File: src/rtl/muldiv_control_unit_if.sv
// Control bus between the muldiv sequencer and the bus datapath / memory.
// master = sequencer side, slave = datapath side.
interface muldiv_control_unit_if #(
    parameter int BITS      = 64,
    parameter int REGISTERS = 16
);
    logic                 run;
    logic                 mem_ready;
    logic [BITS-1:0]      IRVal;
    logic                 PCout, Zlowout, Zhighout, MDRout, HIout, LOout;
    logic                 PCin, IRin, RYin, RZin, MARin, MDRin;
    logic                 HIin, LOin, IncPC, Read;
    logic                 ADD, SUB, MUL, DIV, SHR, SHL;
    logic                 ROR, ROL, AND, OR, NEGATE, NOT;
    logic [REGISTERS-1:0] GPRin, GPRout;
    logic                 busy, instr_done, illegal_op;

    modport master (
        input  run, mem_ready, IRVal,
        output PCout, Zlowout, Zhighout, MDRout, HIout, LOout,
        output PCin, IRin, RYin, RZin, MARin, MDRin,
        output HIin, LOin, IncPC, Read,
        output ADD, SUB, MUL, DIV, SHR, SHL,
        output ROR, ROL, AND, OR, NEGATE, NOT,
        output GPRin, GPRout, busy, instr_done, illegal_op
    );

    modport slave (
        output run, mem_ready, IRVal,
        input  PCout, Zlowout, Zhighout, MDRout, HIout, LOout,
        input  PCin, IRin, RYin, RZin, MARin, MDRin,
        input  HIin, LOin, IncPC, Read,
        input  ADD, SUB, MUL, DIV, SHR, SHL,
        input  ROR, ROL, AND, OR, NEGATE, NOT,
        input  GPRin, GPRout, busy, instr_done, illegal_op
    );
endinterface

File: src/rtl/muldiv_control_unit.sv
// Hardwired fetch/execute sequencer for the bus datapath.
// Optional CU_MULDIV_EN macro enables mul/div decode (default: illegal).
module muldiv_control_unit #(
    parameter int BITS      = 64,
    parameter int REGISTERS = 16
) (
    input  logic                   Clock,
    input  logic                   reset,
    muldiv_control_unit_if.master  bus
);
    typedef enum logic [2:0] {
        IDLE, T0, T1, T2, T3, T4, T5, T6
    } state_t;

    state_t state, state_nxt;

    logic [4:0] opc;
    logic [3:0] ra, rb, rc;
    logic       is_alu3, is_un, is_md, op_go;
    logic       unused_ir;

    assign opc = bus.IRVal[31:27];
    assign ra  = bus.IRVal[26:23];
    assign rb  = bus.IRVal[22:19];
    assign rc  = bus.IRVal[18:15];
    assign unused_ir = ^{bus.IRVal[BITS-1:32], bus.IRVal[14:0]};

    // Out-of-range register indices select nothing.
    function automatic logic [REGISTERS-1:0] gpr_sel(input logic [3:0] idx);
        logic [REGISTERS-1:0] oh;
        for (int i = 0; i < REGISTERS; i++) begin
            oh[i] = (int'(idx) == i);
        end
        return oh;
    endfunction

    assign is_alu3 = (opc >= 5'b00011) && (opc <= 5'b01010);
    assign is_un   = (opc == 5'b10001) || (opc == 5'b10010);
`ifdef CU_MULDIV_EN
    assign is_md   = (opc == 5'b01111) || (opc == 5'b10000);
`else
    assign is_md   = 1'b0;
`endif

    always_ff @(posedge Clock) begin
        if (reset) state <= IDLE;
        else       state <= state_nxt;
    end

    always_comb begin
        state_nxt      = state;
        op_go          = 1'b0;
        bus.PCout      = 1'b0;
        bus.Zlowout    = 1'b0;
        bus.Zhighout   = 1'b0;
        bus.MDRout     = 1'b0;
        bus.HIout      = 1'b0;
        bus.LOout      = 1'b0;
        bus.PCin       = 1'b0;
        bus.IRin       = 1'b0;
        bus.RYin       = 1'b0;
        bus.RZin       = 1'b0;
        bus.MARin      = 1'b0;
        bus.MDRin      = 1'b0;
        bus.HIin       = 1'b0;
        bus.LOin       = 1'b0;
        bus.IncPC      = 1'b0;
        bus.Read       = 1'b0;
        bus.ADD        = 1'b0;
        bus.SUB        = 1'b0;
        bus.MUL        = 1'b0;
        bus.DIV        = 1'b0;
        bus.SHR        = 1'b0;
        bus.SHL        = 1'b0;
        bus.ROR        = 1'b0;
        bus.ROL        = 1'b0;
        bus.AND        = 1'b0;
        bus.OR         = 1'b0;
        bus.NEGATE     = 1'b0;
        bus.NOT        = 1'b0;
        bus.GPRin      = '0;
        bus.GPRout     = '0;
        bus.busy       = (state != IDLE);
        bus.instr_done = 1'b0;
        bus.illegal_op = 1'b0;

        case (state)
            IDLE: if (bus.run) state_nxt = T0;
            T0: begin
                bus.PCout = 1'b1;
                bus.MARin = 1'b1;
                bus.IncPC = 1'b1;
                bus.RZin  = 1'b1;
                state_nxt = T1;
            end
            // PC loads only on the cycle the read completes.
            T1: begin
                bus.Zlowout = 1'b1;
                bus.Read    = 1'b1;
                bus.MDRin   = 1'b1;
                bus.PCin    = bus.mem_ready;
                if (bus.mem_ready) state_nxt = T2;
            end
            T2: begin
                bus.MDRout = 1'b1;
                bus.IRin   = 1'b1;
                state_nxt  = T3;
            end
            T3: begin
                state_nxt = T4;
                if (is_alu3) begin
                    bus.GPRout = gpr_sel(rb);
                    bus.RYin   = 1'b1;
                end else if (is_md) begin
                    bus.GPRout = gpr_sel(ra);
                    bus.RYin   = 1'b1;
                end else if (is_un) begin
                    bus.GPRout = gpr_sel(rb);
                    bus.RZin   = 1'b1;
                    op_go      = 1'b1;
                end else begin
                    bus.illegal_op = 1'b1;
                    state_nxt      = bus.run ? T0 : IDLE;
                end
            end
            T4: begin
                if (is_un) begin
                    bus.Zlowout    = 1'b1;
                    bus.GPRin      = gpr_sel(ra);
                    bus.instr_done = 1'b1;
                    state_nxt      = bus.run ? T0 : IDLE;
                end else begin
                    bus.GPRout = is_md ? gpr_sel(rb) : gpr_sel(rc);
                    bus.RZin   = 1'b1;
                    op_go      = 1'b1;
                    state_nxt  = T5;
                end
            end
            T5: begin
                bus.Zlowout = 1'b1;
                if (is_md) begin
`ifdef CU_MULDIV_EN
                    bus.LOin = 1'b1;
`endif
                    state_nxt = T6;
                end else begin
                    bus.GPRin      = gpr_sel(ra);
                    bus.instr_done = 1'b1;
                    state_nxt      = bus.run ? T0 : IDLE;
                end
            end
            T6: begin
`ifdef CU_MULDIV_EN
                bus.Zhighout = 1'b1;
                bus.HIin     = 1'b1;
`endif
                bus.instr_done = 1'b1;
                state_nxt      = bus.run ? T0 : IDLE;
            end
            default: state_nxt = IDLE;
        endcase

        if (op_go) begin
            case (opc)
                5'b00011: bus.ADD    = 1'b1;
                5'b00100: bus.SUB    = 1'b1;
                5'b00101: bus.SHR    = 1'b1;
                5'b00110: bus.SHL    = 1'b1;
                5'b00111: bus.ROR    = 1'b1;
                5'b01000: bus.ROL    = 1'b1;
                5'b01001: bus.AND    = 1'b1;
                5'b01010: bus.OR     = 1'b1;
`ifdef CU_MULDIV_EN
                5'b01111: bus.MUL    = 1'b1;
                5'b10000: bus.DIV    = 1'b1;
`endif
                5'b10001: bus.NEGATE = 1'b1;
                5'b10010: bus.NOT    = 1'b1;
                default:  ;
            endcase
        end
    end
endmodule

File: src/flat_wrapper.sv
// flat-port wrapper written by rule: the top's interface ports become plain ports
module muldiv_control_unit_flat 
#(
    parameter int BITS      = 64,
    parameter int REGISTERS = 16
)
  (Clock, reset, bus_run, bus_mem_ready, bus_IRVal, bus_PCout, bus_Zlowout, bus_Zhighout, bus_MDRout, bus_HIout, bus_LOout, bus_PCin, bus_IRin, bus_RYin, bus_RZin, bus_MARin, bus_MDRin, bus_HIin, bus_LOin, bus_IncPC, bus_Read, bus_ADD, bus_SUB, bus_MUL, bus_DIV, bus_SHR, bus_SHL, bus_ROR, bus_ROL, bus_AND, bus_OR, bus_NEGATE, bus_NOT, bus_GPRin, bus_GPRout, bus_busy, bus_instr_done, bus_illegal_op);
  muldiv_control_unit_if #(.BITS(BITS), .REGISTERS(REGISTERS)) bus_i ();
  input  logic Clock;
  input  logic reset;
  input wire logic [$bits(bus_i.run)-1:0] bus_run;
  input wire logic [$bits(bus_i.mem_ready)-1:0] bus_mem_ready;
  input wire logic [$bits(bus_i.IRVal)-1:0] bus_IRVal;
  output wire logic [$bits(bus_i.PCout)-1:0] bus_PCout;
  output wire logic [$bits(bus_i.Zlowout)-1:0] bus_Zlowout;
  output wire logic [$bits(bus_i.Zhighout)-1:0] bus_Zhighout;
  output wire logic [$bits(bus_i.MDRout)-1:0] bus_MDRout;
  output wire logic [$bits(bus_i.HIout)-1:0] bus_HIout;
  output wire logic [$bits(bus_i.LOout)-1:0] bus_LOout;
  output wire logic [$bits(bus_i.PCin)-1:0] bus_PCin;
  output wire logic [$bits(bus_i.IRin)-1:0] bus_IRin;
  output wire logic [$bits(bus_i.RYin)-1:0] bus_RYin;
  output wire logic [$bits(bus_i.RZin)-1:0] bus_RZin;
  output wire logic [$bits(bus_i.MARin)-1:0] bus_MARin;
  output wire logic [$bits(bus_i.MDRin)-1:0] bus_MDRin;
  output wire logic [$bits(bus_i.HIin)-1:0] bus_HIin;
  output wire logic [$bits(bus_i.LOin)-1:0] bus_LOin;
  output wire logic [$bits(bus_i.IncPC)-1:0] bus_IncPC;
  output wire logic [$bits(bus_i.Read)-1:0] bus_Read;
  output wire logic [$bits(bus_i.ADD)-1:0] bus_ADD;
  output wire logic [$bits(bus_i.SUB)-1:0] bus_SUB;
  output wire logic [$bits(bus_i.MUL)-1:0] bus_MUL;
  output wire logic [$bits(bus_i.DIV)-1:0] bus_DIV;
  output wire logic [$bits(bus_i.SHR)-1:0] bus_SHR;
  output wire logic [$bits(bus_i.SHL)-1:0] bus_SHL;
  output wire logic [$bits(bus_i.ROR)-1:0] bus_ROR;
  output wire logic [$bits(bus_i.ROL)-1:0] bus_ROL;
  output wire logic [$bits(bus_i.AND)-1:0] bus_AND;
  output wire logic [$bits(bus_i.OR)-1:0] bus_OR;
  output wire logic [$bits(bus_i.NEGATE)-1:0] bus_NEGATE;
  output wire logic [$bits(bus_i.NOT)-1:0] bus_NOT;
  output wire logic [$bits(bus_i.GPRin)-1:0] bus_GPRin;
  output wire logic [$bits(bus_i.GPRout)-1:0] bus_GPRout;
  output wire logic [$bits(bus_i.busy)-1:0] bus_busy;
  output wire logic [$bits(bus_i.instr_done)-1:0] bus_instr_done;
  output wire logic [$bits(bus_i.illegal_op)-1:0] bus_illegal_op;
  assign bus_i.run = bus_run;
  assign bus_i.mem_ready = bus_mem_ready;
  assign bus_i.IRVal = bus_IRVal;
  assign bus_PCout = bus_i.PCout;
  assign bus_Zlowout = bus_i.Zlowout;
  assign bus_Zhighout = bus_i.Zhighout;
  assign bus_MDRout = bus_i.MDRout;
  assign bus_HIout = bus_i.HIout;
  assign bus_LOout = bus_i.LOout;
  assign bus_PCin = bus_i.PCin;
  assign bus_IRin = bus_i.IRin;
  assign bus_RYin = bus_i.RYin;
  assign bus_RZin = bus_i.RZin;
  assign bus_MARin = bus_i.MARin;
  assign bus_MDRin = bus_i.MDRin;
  assign bus_HIin = bus_i.HIin;
  assign bus_LOin = bus_i.LOin;
  assign bus_IncPC = bus_i.IncPC;
  assign bus_Read = bus_i.Read;
  assign bus_ADD = bus_i.ADD;
  assign bus_SUB = bus_i.SUB;
  assign bus_MUL = bus_i.MUL;
  assign bus_DIV = bus_i.DIV;
  assign bus_SHR = bus_i.SHR;
  assign bus_SHL = bus_i.SHL;
  assign bus_ROR = bus_i.ROR;
  assign bus_ROL = bus_i.ROL;
  assign bus_AND = bus_i.AND;
  assign bus_OR = bus_i.OR;
  assign bus_NEGATE = bus_i.NEGATE;
  assign bus_NOT = bus_i.NOT;
  assign bus_GPRin = bus_i.GPRin;
  assign bus_GPRout = bus_i.GPRout;
  assign bus_busy = bus_i.busy;
  assign bus_instr_done = bus_i.instr_done;
  assign bus_illegal_op = bus_i.illegal_op;
  muldiv_control_unit #(.BITS(BITS), .REGISTERS(REGISTERS)) u_core (.Clock(Clock), .reset(reset), .bus(bus_i));
endmodule
File: config.mk
export PLATFORM = sky130hd
export DESIGN_NAME = muldiv_control_unit_flat
export DESIGN_NICKNAME = d
export VERILOG_FILES = /design/src/rtl/muldiv_control_unit_if.sv /design/src/rtl/muldiv_control_unit.sv /design/src/flat_wrapper.sv
export SDC_FILE = /design/constraint.sdc
export NUM_CORES = 1
export LEC_CHECK = 0
export CORE_ASPECT_RATIO = 1.25
export CORE_UTILIZATION = 29
export DETAILED_ROUTE_END_ITERATION = 6
export PLACE_DENSITY = 0.95
export SYNTH_ARGS = -nofsm -noshare
export SYNTH_HDL_FRONTEND = slang
export SYNTH_SLANG_ARGS = --single-unit
File: constraint.sdc
create_clock -name Clock -period 3.4 [get_ports Clock]
set_clock_uncertainty 0.05 [all_clocks]
set_input_delay 0.34 -clock Clock [delete_from_list [all_inputs] [get_ports Clock]]
set_output_delay 0.34 -clock Clock [all_outputs]
set_load 0.1 [all_outputs]
* Word level (Yosys, flattened, before mapping)
Cells that the tools add are included.
Operators by class: reductions and logical operators 10, equality and inequality tests 64, mux-type cells 48, magnitude comparators 2
Operator list (count):
- $eq 4x4->1 const B | 24
- $mux 16 | 4
- $pmux 16 s2 | 2
- $eq 4x3->1 const B | 12
- $mux 1 | 32
- $eq 4x2->1 const B | 6
- $pmux 3 s7 | 1
- $eq 5x3->1 const B | 4
- $eq 5x4->1 const B | 3
- $mux 3 | 5
- $eq 3x3->1 const B | 4
- $eq 4x1->1 const B | 3
- $logic_not 4->1 | 3
- $eq 5x5->1 const B | 2
- $eq 3x2->1 const B | 2
- $pmux 1 s2 | 3
- $eq 5x2->1 const B | 1
- $ge 5x2->1 const B | 1
- $le 5x4->1 const B | 1
- $ne 2x2->1 const B | 2
- $reduce_or 2->1 | 2
- $eq 3x1->1 const B | 1
- $logic_not 3->1 | 1
- $pmux 1 s3 | 1
- other kinds (4) | 4
Word-level totals: word-level logic and storage cells 125, flip-flop bits (word level) 3

* Longest topological paths before layout
word-level depth 6, gate-level depth with buffers 6, mapped depth without buffers 4

* Least setup slack after synthesis
OpenSTA, ideal clock, no wires.
kind input to output, start input port bus_IRVal[30], end output port bus_SUB, required time 3010 ps, arrival 3697 ps, path buffers 0, setup slack -687 ps, stages on the path 2, path through or3b_2 > nor4_1
Between the ends: word-level cells in the longest chain between the ends 6, elaborated cells between the ends (all ways) 13, those cells by class 2 x order compare; 3 x eq/ne; 6 x mux; 2 x reduce/logical
Ends and longest elaborated chain:
- start: declaration | RTL line flat_wrapper.sv:13 | input wire logic [$bits(bus_i.IRVal)-1:0] bus_IRVal;
- branches (longest 5 deep; another with $ge 5x2->1)
- $mux 1 (*) | RTL line muldiv_control_unit.sv:163 | if (op_go) begin
- end: declaration | RTL line flat_wrapper.sv:31 | output wire logic [$bits(bus_i.SUB)-1:0] bus_SUB;
Every way passes the cells marked *.

* Worst setup path after layout
start input port bus_IRVal[30], end output port bus_GPRout[7]
Between the ends: word-level cells in the longest chain between the ends 5, elaborated cells between the ends (all ways) 10, those cells by class 2 x order compare; 2 x eq/ne; 4 x mux; 2 x reduce/logical
Ends and longest elaborated chain:
- branches (longest 4 deep; another with $ge 5x2->1)
- $pmux 16 s2 (*) | RTL line muldiv_control_unit.sv:87 | case (state)
- end: declaration | RTL line flat_wrapper.sv:43 | output wire logic [$bits(bus_i.GPRout)-1:0] bus_GPRout;
Marks and branches as above.

==> impl_metrics.xml <==
<?xml version="1.0" encoding="UTF-8"?>
<metrics>
  <group name="outcome">
    <metric name="outcome" unit="">complete, but fails checks</metric>
    <metric name="failed_checks" unit="">design-rule violations</metric>
  </group>
  <group name="clocking">
    <metric name="clk_pin_slew" unit="ps">30</metric>
    <metric name="cts_buffer_depth" unit="">2</metric>
    <metric name="clk_latency" unit="ps">210</metric>
    <metric name="cts_hold_repair.buffers" unit="">0</metric>
    <metric name="post_cts_setup_buffer_count" unit="">0</metric>
    <metric name="cts_tree" unit="">done</metric>
    <metric name="clockRootBuffer" unit="">sky130_fd_sc_hd__clkbuf_8</metric>
    <metric name="cts.sink_count" unit="">3</metric>
    <metric name="inserted_clock_buffers" unit="">3</metric>
    <metric name="htree_levels" unit="">1</metric>
    <metric name="cts_repair_resize_count" unit="">0</metric>
  </group>
  <group name="grt">
    <metric name="initial_antenna_violation_count" unit="">0</metric>
    <metric name="maximum_number_of_pins_on_one_net_before_global_route_repair" unit="">20</metric>
    <metric name="vias_in_the_first_global_route" unit="">1517</metric>
    <metric name="global_route_wire_length_before_repair" unit="um">6680</metric>
    <metric name="grt.total_usage" unit="%">20.8</metric>
    <metric name="overflow" unit="">0</metric>
  </group>
  <group name="logic_synthesis">
    <metric name="netlist_top_cells_area" unit="">sky130_fd_sc_hd__nor2_1, sky130_fd_sc_hd__buf_4, sky130_fd_sc_hd__nand2b_1</metric>
    <metric name="synth_top_area_cell" unit="">sky130_fd_sc_hd__nor2_1</metric>
    <metric name="postSynthCellCount" unit="">162</metric>
    <metric name="async_reset_ff_share" unit="%">0</metric>
    <metric name="postSynth.topFlopCell" unit="">sky130_fd_sc_hd__dfxtp_1</metric>
    <metric name="post_synthesis_cell_area" unit="sq um">1080</metric>
    <metric name="netlist-cell-type-count" unit="">48</metric>
    <metric name="synth-seq-cells" unit="">3</metric>
    <metric name="synth.yosys.warnings" unit="">0</metric>
    <metric name="netlist.area_leader.share" unit="%">10.0</metric>
    <metric name="post_synth.cell_area_avg" unit="sq um">6.69</metric>
    <metric name="ys_seq_area_share" unit="%">5.54</metric>
    <metric name="synth-edff-count" unit="">0</metric>
  </group>
  <group name="worst_setup_path">
    <metric name="worstReg2RegEnd" unit="">u_core.state[2]</metric>
    <metric name="register_to_register_setup_slack" unit="ps">1680</metric>
    <metric name="timing.critical_path.slowest_cell_delay" unit="ps">580</metric>
    <metric name="ff2ff_path_depth" unit="">5</metric>
    <metric name="worstSetupPathDepth" unit="">6</metric>
    <metric name="crit_buf_inv" unit="">2</metric>
    <metric name="worstSetupStartpoint" unit="">bus_IRVal[30]</metric>
    <metric name="end_kind" unit="">output pin</metric>
    <metric name="startpoint_types" unit="">primary input</metric>
    <metric name="timing.critical_path.max_delay_family" unit="">compound AO/OA/AOI/OAI gates</metric>
    <metric name="r2r_start" unit="">u_core.state[2]</metric>
    <metric name="required" unit="ps">3010</metric>
    <metric name="worst_ep_arrival_time" unit="ps">2590</metric>
    <metric name="critical_path.cell_chain" unit="">clkdlybuf4s50_1 -&gt; or3b_1 -&gt; o211ai_2 -&gt; o21bai_4 -&gt; o32ai_1 -&gt; buf_12</metric>
    <metric name="timing.critical_path.slowest_stage_cell" unit="">sky130_fd_sc_hd__clkdlybuf4s50_1</metric>
    <metric name="setup.worst_path.class" unit="">in2out</metric>
    <metric name="worst_path_max_fanout" unit="">17</metric>
    <metric name="worst_setup_path_endpoint" unit="">bus_GPRout[7]</metric>
  </group>
  <group name="pwr">
    <metric name="switching_share" unit="%">53.7</metric>
    <metric name="share_seq_of_total_power" unit="%">11.5</metric>
    <metric name="power.switching" unit="uW">218</metric>
    <metric name="fin_total_pwr" unit="uW">406</metric>
    <metric name="power.share.combinational" unit="%">63.1</metric>
    <metric name="p_int" unit="uW">188</metric>
    <metric name="power.static_leakage" unit="uW">0.000846</metric>
    <metric name="power_frac_clock" unit="%">25.4</metric>
    <metric name="ir_worst_vdd" unit="mV">0.248</metric>
    <metric name="powerDensity" unit="nW/um^2">180</metric>
  </group>
  <group name="sta">
    <metric name="tightest_slew" unit="ps">546</metric>
    <metric name="fmax" unit="MHz">335</metric>
    <metric name="setup_viol_count_final" unit="">0</metric>
    <metric name="timing.hold.ws" unit="ps">684</metric>
    <metric name="grt_setup_unrepaired" unit="">false</metric>
    <metric name="finalHoldViolCount" unit="">0</metric>
    <metric name="post-route-period-util" unit="%">87.8</metric>
    <metric name="post_layout_minimum_cycle_time" unit="ps">2980</metric>
    <metric name="fin_tns_setup" unit="ps">0</metric>
    <metric name="slew_headroom" unit="%">62.7</metric>
    <metric name="final_count_of_pins_violating_max_slew" unit="">0</metric>
  </group>
  <group name="hold_path">
    <metric name="min_delay_path_depth" unit="">2</metric>
    <metric name="hold_path.class" unit="">in2reg</metric>
    <metric name="hp-start" unit="">reset</metric>
  </group>
  <group name="drt">
    <metric name="drt-wirelength-per-cell" unit="um">15.3</metric>
    <metric name="dr_total_vias" unit="">1492</metric>
    <metric name="detailedRoute.firstPassIterationCount" unit="">6</metric>
    <metric name="drt_first_iter_violations" unit="">47</metric>
    <metric name="postRouteAntennaNets" unit="">0</metric>
    <metric name="remaining_drc_errors" unit="">12</metric>
    <metric name="totalWireLength" unit="um">4150</metric>
    <metric name="detail_route.vias_per_cell" unit="">5.51</metric>
  </group>
  <group name="floorplan">
    <metric name="die_width" unit="um">56.7</metric>
    <metric name="initial_utilization" unit="%">30.6</metric>
    <metric name="floorplan.die.height" unit="um">70.3</metric>
    <metric name="fp.coreArea" unit="sq um">3540</metric>
    <metric name="floorplan.io_pins" unit="">131</metric>
    <metric name="area_of_the_die" unit="sq um">3990</metric>
    <metric name="number_of_rows_created_at_floorplan" unit="">24</metric>
  </group>
  <group name="layout">
    <metric name="layout_commonest_cell" unit="">sky130_fd_sc_hd__buf_12</metric>
    <metric name="largest_register_ff_count" unit="">3</metric>
    <metric name="areaGrowthSynthToFinish" unit="%">109</metric>
    <metric name="count_of_placed_standard_cells_in_the_final_layout_fillers_left_out" unit="">271</metric>
    <metric name="final_net_count" unit="">301</metric>
    <metric name="layout_common_cells" unit="">sky130_fd_sc_hd__buf_12, sky130_fd_sc_hd__nor2_1, sky130_fd_sc_hd__clkdlybuf4s50_1</metric>
    <metric name="layout-drive-gt1-share" unit="%">35.8</metric>
    <metric name="largest_register" unit="">u_core.state</metric>
    <metric name="reg_top3" unit="">u_core.state x3</metric>
    <metric name="num_antenna_cells" unit="">0</metric>
  </group>
  <group name="place">
    <metric name="number_of_instances_in_the_placed_design" unit="">267</metric>
    <metric name="dp.final_hpwl" unit="um">3420</metric>
    <metric name="globalplace.congestion" unit="">0.953</metric>
    <metric name="buffer_ports.inserted" unit="">76</metric>
  </group>
  <group name="job">
    <metric name="maxCapViolCount" unit="">0</metric>
  </group>
</metrics>
## how the worst min path moves through the flow
stage,endpoint,slack (ps)
finish,u_core.state[1],680
global route,u_core.state[1],710
CTS,u_core.state[1],680
detailed placement,u_core.state[2],700
global placement,u_core.state[2],670
floorplan,u_core.state[2],360
## power groups by stage
stage          Clock (uW)  Sequential [uW]  Combinational (uW)
2_1_floorplan           0             40.0                 202
3_3_place_gp            0             46.2                 250
3_5_place_dp            0             46.7                 254
4_1_cts               104             46.3                 256
5_1_grt               106             47.2                 267
6_report              103             46.5                 256
## cell families (layout without fill, tap and decap cells)
family                 count (synthesis)  after routing  synth area share (%)
AO/OA/AOI/OAI                         33             33                  27.4
XOR/XNOR                               5              5                  4.74
buffers and inverters                 24             88                  13.6
flip-flops                             3              3                  5.54
other                                  1              7                 0.346
AND/OR/NAND/NOR                       96             96                  48.4
## final cells by class
class,count,area [sq um]
fillers,272,1280
repair buffers,80,1160
multi-input cells,141,927
flip-flops and latches,3,60.1
well taps,39,48.8
clock buffers,4,45.0
inverters,4,15.0
## stage by stage
| step | instance area, sq um | utilization (%) | setup WS [ps] |
|---|---|---|---|
| 3_3_place_gp | 2210 | 62.5 | 466 |
| 3_5_place_dp | 2210 | 62.5 | 404 |
| 6_report | 2260 | 63.8 | 416 |
| 4_1_cts | 2260 | 63.8 | 406 |
| 2_1_floorplan | 1130 | - | -615 |
| 5_1_grt | 2260 | 63.8 | 258 |
## layer usage
layer / track usage (%) / vias to the layer above / part of all wire [%]
met2: 40.5 / 96 / 53
met4: 6.39 / 0 / 1.1
met3: 5.00 / 6 / 11
met1: 21.0 / 671 / 35
met5: 0 / - / 0
li1: - / 719 / -
## worst reg2reg max path, delay by kind of cell (launching register included)
family	cells	cell delay [ps]
compound gates	3	740
simple gates	1	260
buf+inv	1	230
flops	1	330
## synthesized netlist by cell type (4+ instances only)
library cell / number
sky130_fd_sc_hd__nand2_1: 13
sky130_fd_sc_hd__or2_2: 4
sky130_fd_sc_hd__nor2_1: 29
sky130_fd_sc_hd__nor2b_1: 4
sky130_fd_sc_hd__inv_1: 4
sky130_fd_sc_hd__o21ai_0: 4
sky130_fd_sc_hd__o31ai_1: 6
sky130_fd_sc_hd__clkbuf_1: 5
sky130_fd_sc_hd__nand2b_1: 11
sky130_fd_sc_hd__buf_4: 13
sky130_fd_sc_hd__nor3_1: 9
sky130_fd_sc_hd__o32ai_1: 6
Note: power is estimated with default switching activity, not from simulation.
